--- config.mk ---
export PLATFORM = sky130hd
export DESIGN_NAME = gamma_parity_frame_flat
export DESIGN_NICKNAME = d
export VERILOG_FILES = /design/src/rtl/gamma_parity_frame_if.sv /design/src/rtl/gamma_parity_frame.sv /design/src/flat_wrapper.sv
export SDC_FILE = /design/constraint.sdc
export NUM_CORES = 1
export LEC_CHECK = 0
export CORE_ASPECT_RATIO = 0.75
export CORE_MARGIN = 2
export CORE_UTILIZATION = 45
export CTS_CLUSTER_DIAMETER = 30
export DETAILED_ROUTE_END_ITERATION = 8
export PLACE_DENSITY = 0.84
export SKIP_LAST_GASP = 1
export SLEW_MARGIN = 20
export SYNTH_ARGS = -nofsm -noshare
export SYNTH_HDL_FRONTEND = slang
export SYNTH_SLANG_ARGS = --single-unit
--- constraint.sdc ---
create_clock -name clk -period 4.95 [get_ports clk]
set_input_delay 1.2375 -clock clk [delete_from_list [all_inputs] [get_ports clk]]
set_output_delay 1.2375 -clock clk [all_outputs]
set_load 0.05 [all_outputs]
--- src/rtl/gamma_parity_frame_if.sv ---
// Handshake/bus bundle between the gamma unit and the frame parity block.
interface gamma_parity_frame_if #(
  parameter int unsigned W     = 16,
  parameter int unsigned LANES = 2
);
  logic                 in_valid;
  logic                 sof;
  logic                 odd_mode;
  logic [LANES*W-1:0]   gamma;
  logic                 par_valid;
  logic [LANES-1:0]     par;
  logic                 frame_valid;
  logic [LANES-1:0]     frame_par;
  logic                 frame_err;
  logic                 busy;

  // Producer side: drives samples, observes parity results.
  modport master (
    output in_valid, sof, odd_mode, gamma,
    input  par_valid, par, frame_valid, frame_par, frame_err, busy
  );

  // Parity block side.
  modport slave (
    input  in_valid, sof, odd_mode, gamma,
    output par_valid, par, frame_valid, frame_par, frame_err, busy
  );
endinterface

--- src/rtl/gamma_parity_frame.sv ---
// Multi-lane gamma parity reducer: per-sample lane parity plus per-frame
// accumulated parity with early-sof abort detection.
module gamma_parity_frame #(
  parameter int unsigned W         = 16,
  parameter int unsigned LANES     = 2,
  parameter int unsigned FRAME_LEN = 64
) (
  input  logic               clk,
  input  logic               rst,
  gamma_parity_frame_if.slave bus
);

  localparam int unsigned      CNT_W = $clog2(FRAME_LEN);
  localparam logic [CNT_W-1:0] LAST  = CNT_W'(FRAME_LEN - 1);
  localparam logic [CNT_W-1:0] ONE   = CNT_W'(1);

  typedef enum logic {IDLE, ACC} state_t;

  state_t           state_q;
  logic [CNT_W-1:0] cnt_q;
  logic [LANES-1:0] acc_q;
  logic [LANES-1:0] acc_d;
  logic             mode_q;
  logic [LANES-1:0] samp_par_c;
  logic             par_valid_q;
  logic [LANES-1:0] par_q;
  logic             frame_valid_q;
  logic [LANES-1:0] frame_par_q;
  logic             frame_err_q;
  logic             busy_q;

  // Reduction XOR of each lane's raw two's-complement bits.
  always_comb begin
    samp_par_c = '0;
    for (int unsigned k = 0; k < LANES; k++) begin
      samp_par_c[k] = ^bus.gamma[k*W +: W];
    end
  end

  // Running frame parity including the current sample.
  always_comb begin
    acc_d = acc_q ^ samp_par_c;
  end

  // Sample path: parity register updates only on valid samples, independent of FSM.
  always_ff @(posedge clk) begin
    if (rst) begin
      par_valid_q <= 1'b0;
      par_q       <= '0;
    end else begin
      par_valid_q <= bus.in_valid;
      if (bus.in_valid) begin
        par_q <= samp_par_c;
      end
    end
  end

  // Frame FSM: accumulates lane parities, flags completion or early-sof abort.
  always_ff @(posedge clk) begin
    if (rst) begin
      state_q       <= IDLE;
      cnt_q         <= '0;
      acc_q         <= '0;
      mode_q        <= 1'b0;
      frame_valid_q <= 1'b0;
      frame_par_q   <= '0;
      frame_err_q   <= 1'b0;
      busy_q        <= 1'b0;
    end else begin
      frame_valid_q <= 1'b0;
      frame_err_q   <= 1'b0;
      case (state_q)
        IDLE: begin
          if (bus.in_valid && bus.sof) begin
            acc_q   <= samp_par_c;
            cnt_q   <= ONE;
            mode_q  <= bus.odd_mode;
            state_q <= ACC;
            busy_q  <= 1'b1;
          end
        end
        ACC: begin
          if (bus.in_valid) begin
            if (bus.sof) begin
              // Early sof aborts the open frame and restarts with this sample.
              frame_err_q <= 1'b1;
              acc_q       <= samp_par_c;
              cnt_q       <= ONE;
              mode_q      <= bus.odd_mode;
            end else if (cnt_q == LAST) begin
              frame_valid_q <= 1'b1;
              frame_par_q   <= acc_d ^ {LANES{mode_q}};
              cnt_q         <= '0;
              state_q       <= IDLE;
              busy_q        <= 1'b0;
            end else begin
              acc_q <= acc_d;
              cnt_q <= cnt_q + ONE;
            end
          end
        end
      endcase
    end
  end

  assign bus.par_valid   = par_valid_q;
  assign bus.par         = par_q;
  assign bus.frame_valid = frame_valid_q;
  assign bus.frame_par   = frame_par_q;
  assign bus.frame_err   = frame_err_q;
  assign bus.busy        = busy_q;

endmodule

--- src/flat_wrapper.sv ---
// flat-port wrapper written by rule: the top's interface ports become plain ports
module gamma_parity_frame_flat 
#(
  parameter int unsigned W         = 16,
  parameter int unsigned LANES     = 2,
  parameter int unsigned FRAME_LEN = 64
)
  (clk, rst, bus_in_valid, bus_sof, bus_odd_mode, bus_gamma, bus_par_valid, bus_par, bus_frame_valid, bus_frame_par, bus_frame_err, bus_busy);
  gamma_parity_frame_if #(.W(W), .LANES(LANES)) bus_i ();
  input  logic clk;
  input  logic rst;
  input wire logic [$bits(bus_i.in_valid)-1:0] bus_in_valid;
  input wire logic [$bits(bus_i.sof)-1:0] bus_sof;
  input wire logic [$bits(bus_i.odd_mode)-1:0] bus_odd_mode;
  input wire logic [$bits(bus_i.gamma)-1:0] bus_gamma;
  output wire logic [$bits(bus_i.par_valid)-1:0] bus_par_valid;
  output wire logic [$bits(bus_i.par)-1:0] bus_par;
  output wire logic [$bits(bus_i.frame_valid)-1:0] bus_frame_valid;
  output wire logic [$bits(bus_i.frame_par)-1:0] bus_frame_par;
  output wire logic [$bits(bus_i.frame_err)-1:0] bus_frame_err;
  output wire logic [$bits(bus_i.busy)-1:0] bus_busy;
  assign bus_i.in_valid = bus_in_valid;
  assign bus_i.sof = bus_sof;
  assign bus_i.odd_mode = bus_odd_mode;
  assign bus_i.gamma = bus_gamma;
  assign bus_par_valid = bus_i.par_valid;
  assign bus_par = bus_i.par;
  assign bus_frame_valid = bus_i.frame_valid;
  assign bus_frame_par = bus_i.frame_par;
  assign bus_frame_err = bus_i.frame_err;
  assign bus_busy = bus_i.busy;
  gamma_parity_frame #(.W(W), .LANES(LANES), .FRAME_LEN(FRAME_LEN)) u_core (.clk(clk), .rst(rst), .bus(bus_i));
endmodule
==> impl_metrics.json <==
{
  "ctsRootBufferMaster": "clkbuf_4",
  "antenna_found_initial": 0,
  "grt_pass1_vias": 957,
  "max_slew_margin_pct": 56.9,
  "fp.dieArea_um2": 2780,
  "num_vias": 1092,
  "ios": 45,
  "post-cts-setup-buffers": 0,
  "seq_area_frac_synth_pct": 33.7,
  "critical-path-slowest-cell": "clkdlybuf4s50_1",
  "antenna_cells": 0,
  "holdBufCountCts": 0,
  "cap_violations": 0,
  "hold_class": "reg2reg",
  "drive_gt1_share_pct": 2.37,
  "ant_nets": 0,
  "die_h_um": 46.2,
  "crit_chain": "clkdlybuf4s50_1, nand2_1, nor3_1, nor2_1, a211oi_1",
  "cp.arrival_ns": 2.99,
  "required_ns": 5.15,
  "cts_resized": 0,
  "ctsLongestPathBuffers": 2,
  "power.switching_mw": 0.137,
  "worst_pin_slew_ns": 0.644,
  "finalWirelength_um": 2460,
  "drc": 0,
  "die_w_um": 60.3,
  "dr.first_iter.drc_count": 37,
  "grt.total_usage_pct": 18.3,
  "setup_violations": 0,
  "syn-num-nets": 166,
  "p_seq_share_pct": 40.2,
  "cp-end-kind": "register",
  "final_hold_viol_count": 0,
  "crit_fanout": 14,
  "cts_inserted_buffers": 3,
  "rsz0062_at_grt": "no",
  "synth_cell_type_count": 29,
  "num_rows": 15,
  "clkPwrFrac_pct": 17.0,
  "whs_ns": 0.497,
  "portBuffers": 44,
  "start_util_pct": 47.1,
  "pwr_density_cell_nw_per_um2": 265,
  "p_leak_nw": 0.521,
  "internal-power_mw": 0.273,
  "area_delta_synth_final_pct": 45.2,
  "ir_drop_v": 0.000111,
  "postLayoutCellArea_um2": 1550,
  "p_total_mw": 0.411,
  "dpl_cell_area_um2": 1530,
  "syn_inst": 128,
  "vias_per_cell": 5.38,
  "yosysWarnings": 0,
  "min_period_over_period_pct": 56.3,
  "overflow": 0,
  "cp-start-kind": "input port",
  "dpl.hpwl_um": 1940,
  "cp_num_buf_inv": 1,
  "multi_input_area_um2": 674,
  "swShare_pct": 33.5,
  "dr.pass1.iters": 7,
  "wl_per_cell_um": 12.1,
  "placed_cells": 200,
  "status": "finished, final reports clean",
  "clkSlewWorstSetupHoldPaths_ns": 0.09,
  "yosys_register_bits": 18,
  "finalNetCount": 209,
  "crit_type": "in2reg",
  "core_um2": 2270,
  "clock-sinks": 18,
  "insertion_delay_ns": 0.28,
  "gp_congestion": 0.815,
  "syn-cell-area_um2": 1070,
  "cts_tree": "yes",
  "htree_levels": 1,
  "seq_area_um2": 360,
  "drv_slew": 0,
  "syn_area_per_cell_um2": 8.35,
  "skew_ns": 0.00115,
  "fmax_ghz": 0.359,
  "instances_no_fill": 203,
  "fin_tns_setup_ns": 0,
  "pwr-share-comb_pct": 42.8,
  "grt_max_degree": 20,
  "critPathMaxStageDelay_ns": 0.78,
  "grt_pass1_wl_um": 3840,
  "fill_cells": 196,
  "period_needed_ns": 2.79,
  "crit_family": "buffers and inverters"
}
## layout make-up
class,count,share of cell area [%]
multi-input combinational,101,43.5
timing repair buffer,44,28.4
sequential,18,23.2
tap,34,2.74
clock buffer,3,1.45
inverter,3,0.726
## layer usage
metal	global-route usage, %	vias to the layer above	routed length [um]
met4	7.11	0	36
met3	3.93	6	231
met1	22.5	490	1000
met5	0	-	0
li1	-	526	-
met2	31.3	70	1190
## power by group through the flow
stage          Combinational (mW)  Sequential, mW  Clock (mW)
4_1_cts                     0.177           0.165      0.0704
5_1_grt                     0.191           0.167      0.0744
3_3_place_gp                0.171           0.168           0
2_1_floorplan               0.105           0.182           0
3_5_place_dp                0.176           0.168           0
6_report                    0.176           0.165      0.0697
## through the flow
stage	utilization [%]	setup slack [ns]
floorplan	-	2.54
global placement	67.3	1.94
global route	68.3	2.03
CTS	68.3	2.20
finish	68.3	2.16
detailed placement	67.3	1.91
## synthesized netlist by cell type
library cell	instances	share of area, %
a22oi_1	1	0.70
a21oi_1	7	3.3
a21boi_0	1	0.70
nand3_1	3	1.4
clkbuf_1	4	1.4
a311o_1	2	1.9
or4_1	1	0.70
a22o_1	1	0.82
nor4_1	2	1.2
a31o_2	1	0.82
buf_1	2	0.70
nand2_1	9	3.2
inv_1	3	1.1
and3_1	1	0.59
nand2b_1	1	0.59
a211oi_1	3	2.1
nor3_1	3	1.4
nor2_1	14	4.9
xnor2_1	30	25
o31a_1	1	0.82
a31oi_1	2	1.2
a311oi_1	1	0.82
nor3b_1	1	0.70
o21ai_0	7	3.3
a41oi_1	2	1.6
o211ai_1	2	1.4
dfxtp_1	18	34
ha_1	1	1.2
xor2_1	4	3.3
## flip-flops by register name, indices dropped and copies added, names as in the netlist
signal	count
u_core.cnt_q	6
u_core.acc_q	2
u_core.mode_q	1
u_core.state_q	1
u_core.bus.par	2
u_core.bus.frame_par	2
u_core.bus.frame_err	1
u_core.bus.busy	1
u_core.bus.par_valid	1
u_core.bus.frame_valid	1
## worst paths after layout
check	end	from	slack (ns)	cells past startpoint
setup / recovery	u_core.bus.frame_par[1]	bus_in_valid	2.16	5
hold / removal	u_core.bus.par[1]	u_core.bus.par[1]	0.50	2
setup reg to reg	u_core.bus.frame_par[1]	u_core.cnt_q[0]	3.13	5
hold reg to reg	u_core.bus.par[1]	u_core.bus.par[1]	0.50	2
## logic make-up (layout without fill, tap and decap cells)
logic type                 Yosys count  count (layout)  share of synthesized area (%)
AOI/OAI and AO/OA                   31              31                           19.4
xor gates and xnor gates            34              34                           27.9
adders and majority gates            1               1                           1.17
buffers and inverters                9              50                           3.16
DFF                                 18              18                           33.7
and+or+nand+nor                     35              35                           14.6
## cell usage in the layout (no fill, tap or decap)
cell / n
ha_1: 1
a41oi_1: 2
a211oi_1: 3
nand2b_1: 1
nand3_1: 3
a21boi_0: 1
nor3_1: 3
xor2_1: 4
or4_1: 1
a22o_1: 1
nor4_1: 2
a311o_1: 2
a31o_2: 1
nor3b_1: 1
inv_1: 3
a311oi_1: 1
a22oi_1: 1
a31oi_1: 2
o211ai_1: 2
o21ai_0: 7
a21oi_1: 7
nand2_1: 9
clkbuf_4: 3
and3_1: 1
xnor2_1: 30
dfxtp_1: 18
nor2_1: 14
o31a_1: 1
clkdlybuf4s50_1: 44
## worst register-to-register path: stages, from the launching register on
cell and delay (ns):
dfxtp_1 0.44, ha_1 0.28, nand3_1 0.30, nor3_1 0.43
nor2_1 0.08, a211oi_1 0.20
Power figures use the tool's default switching activity.
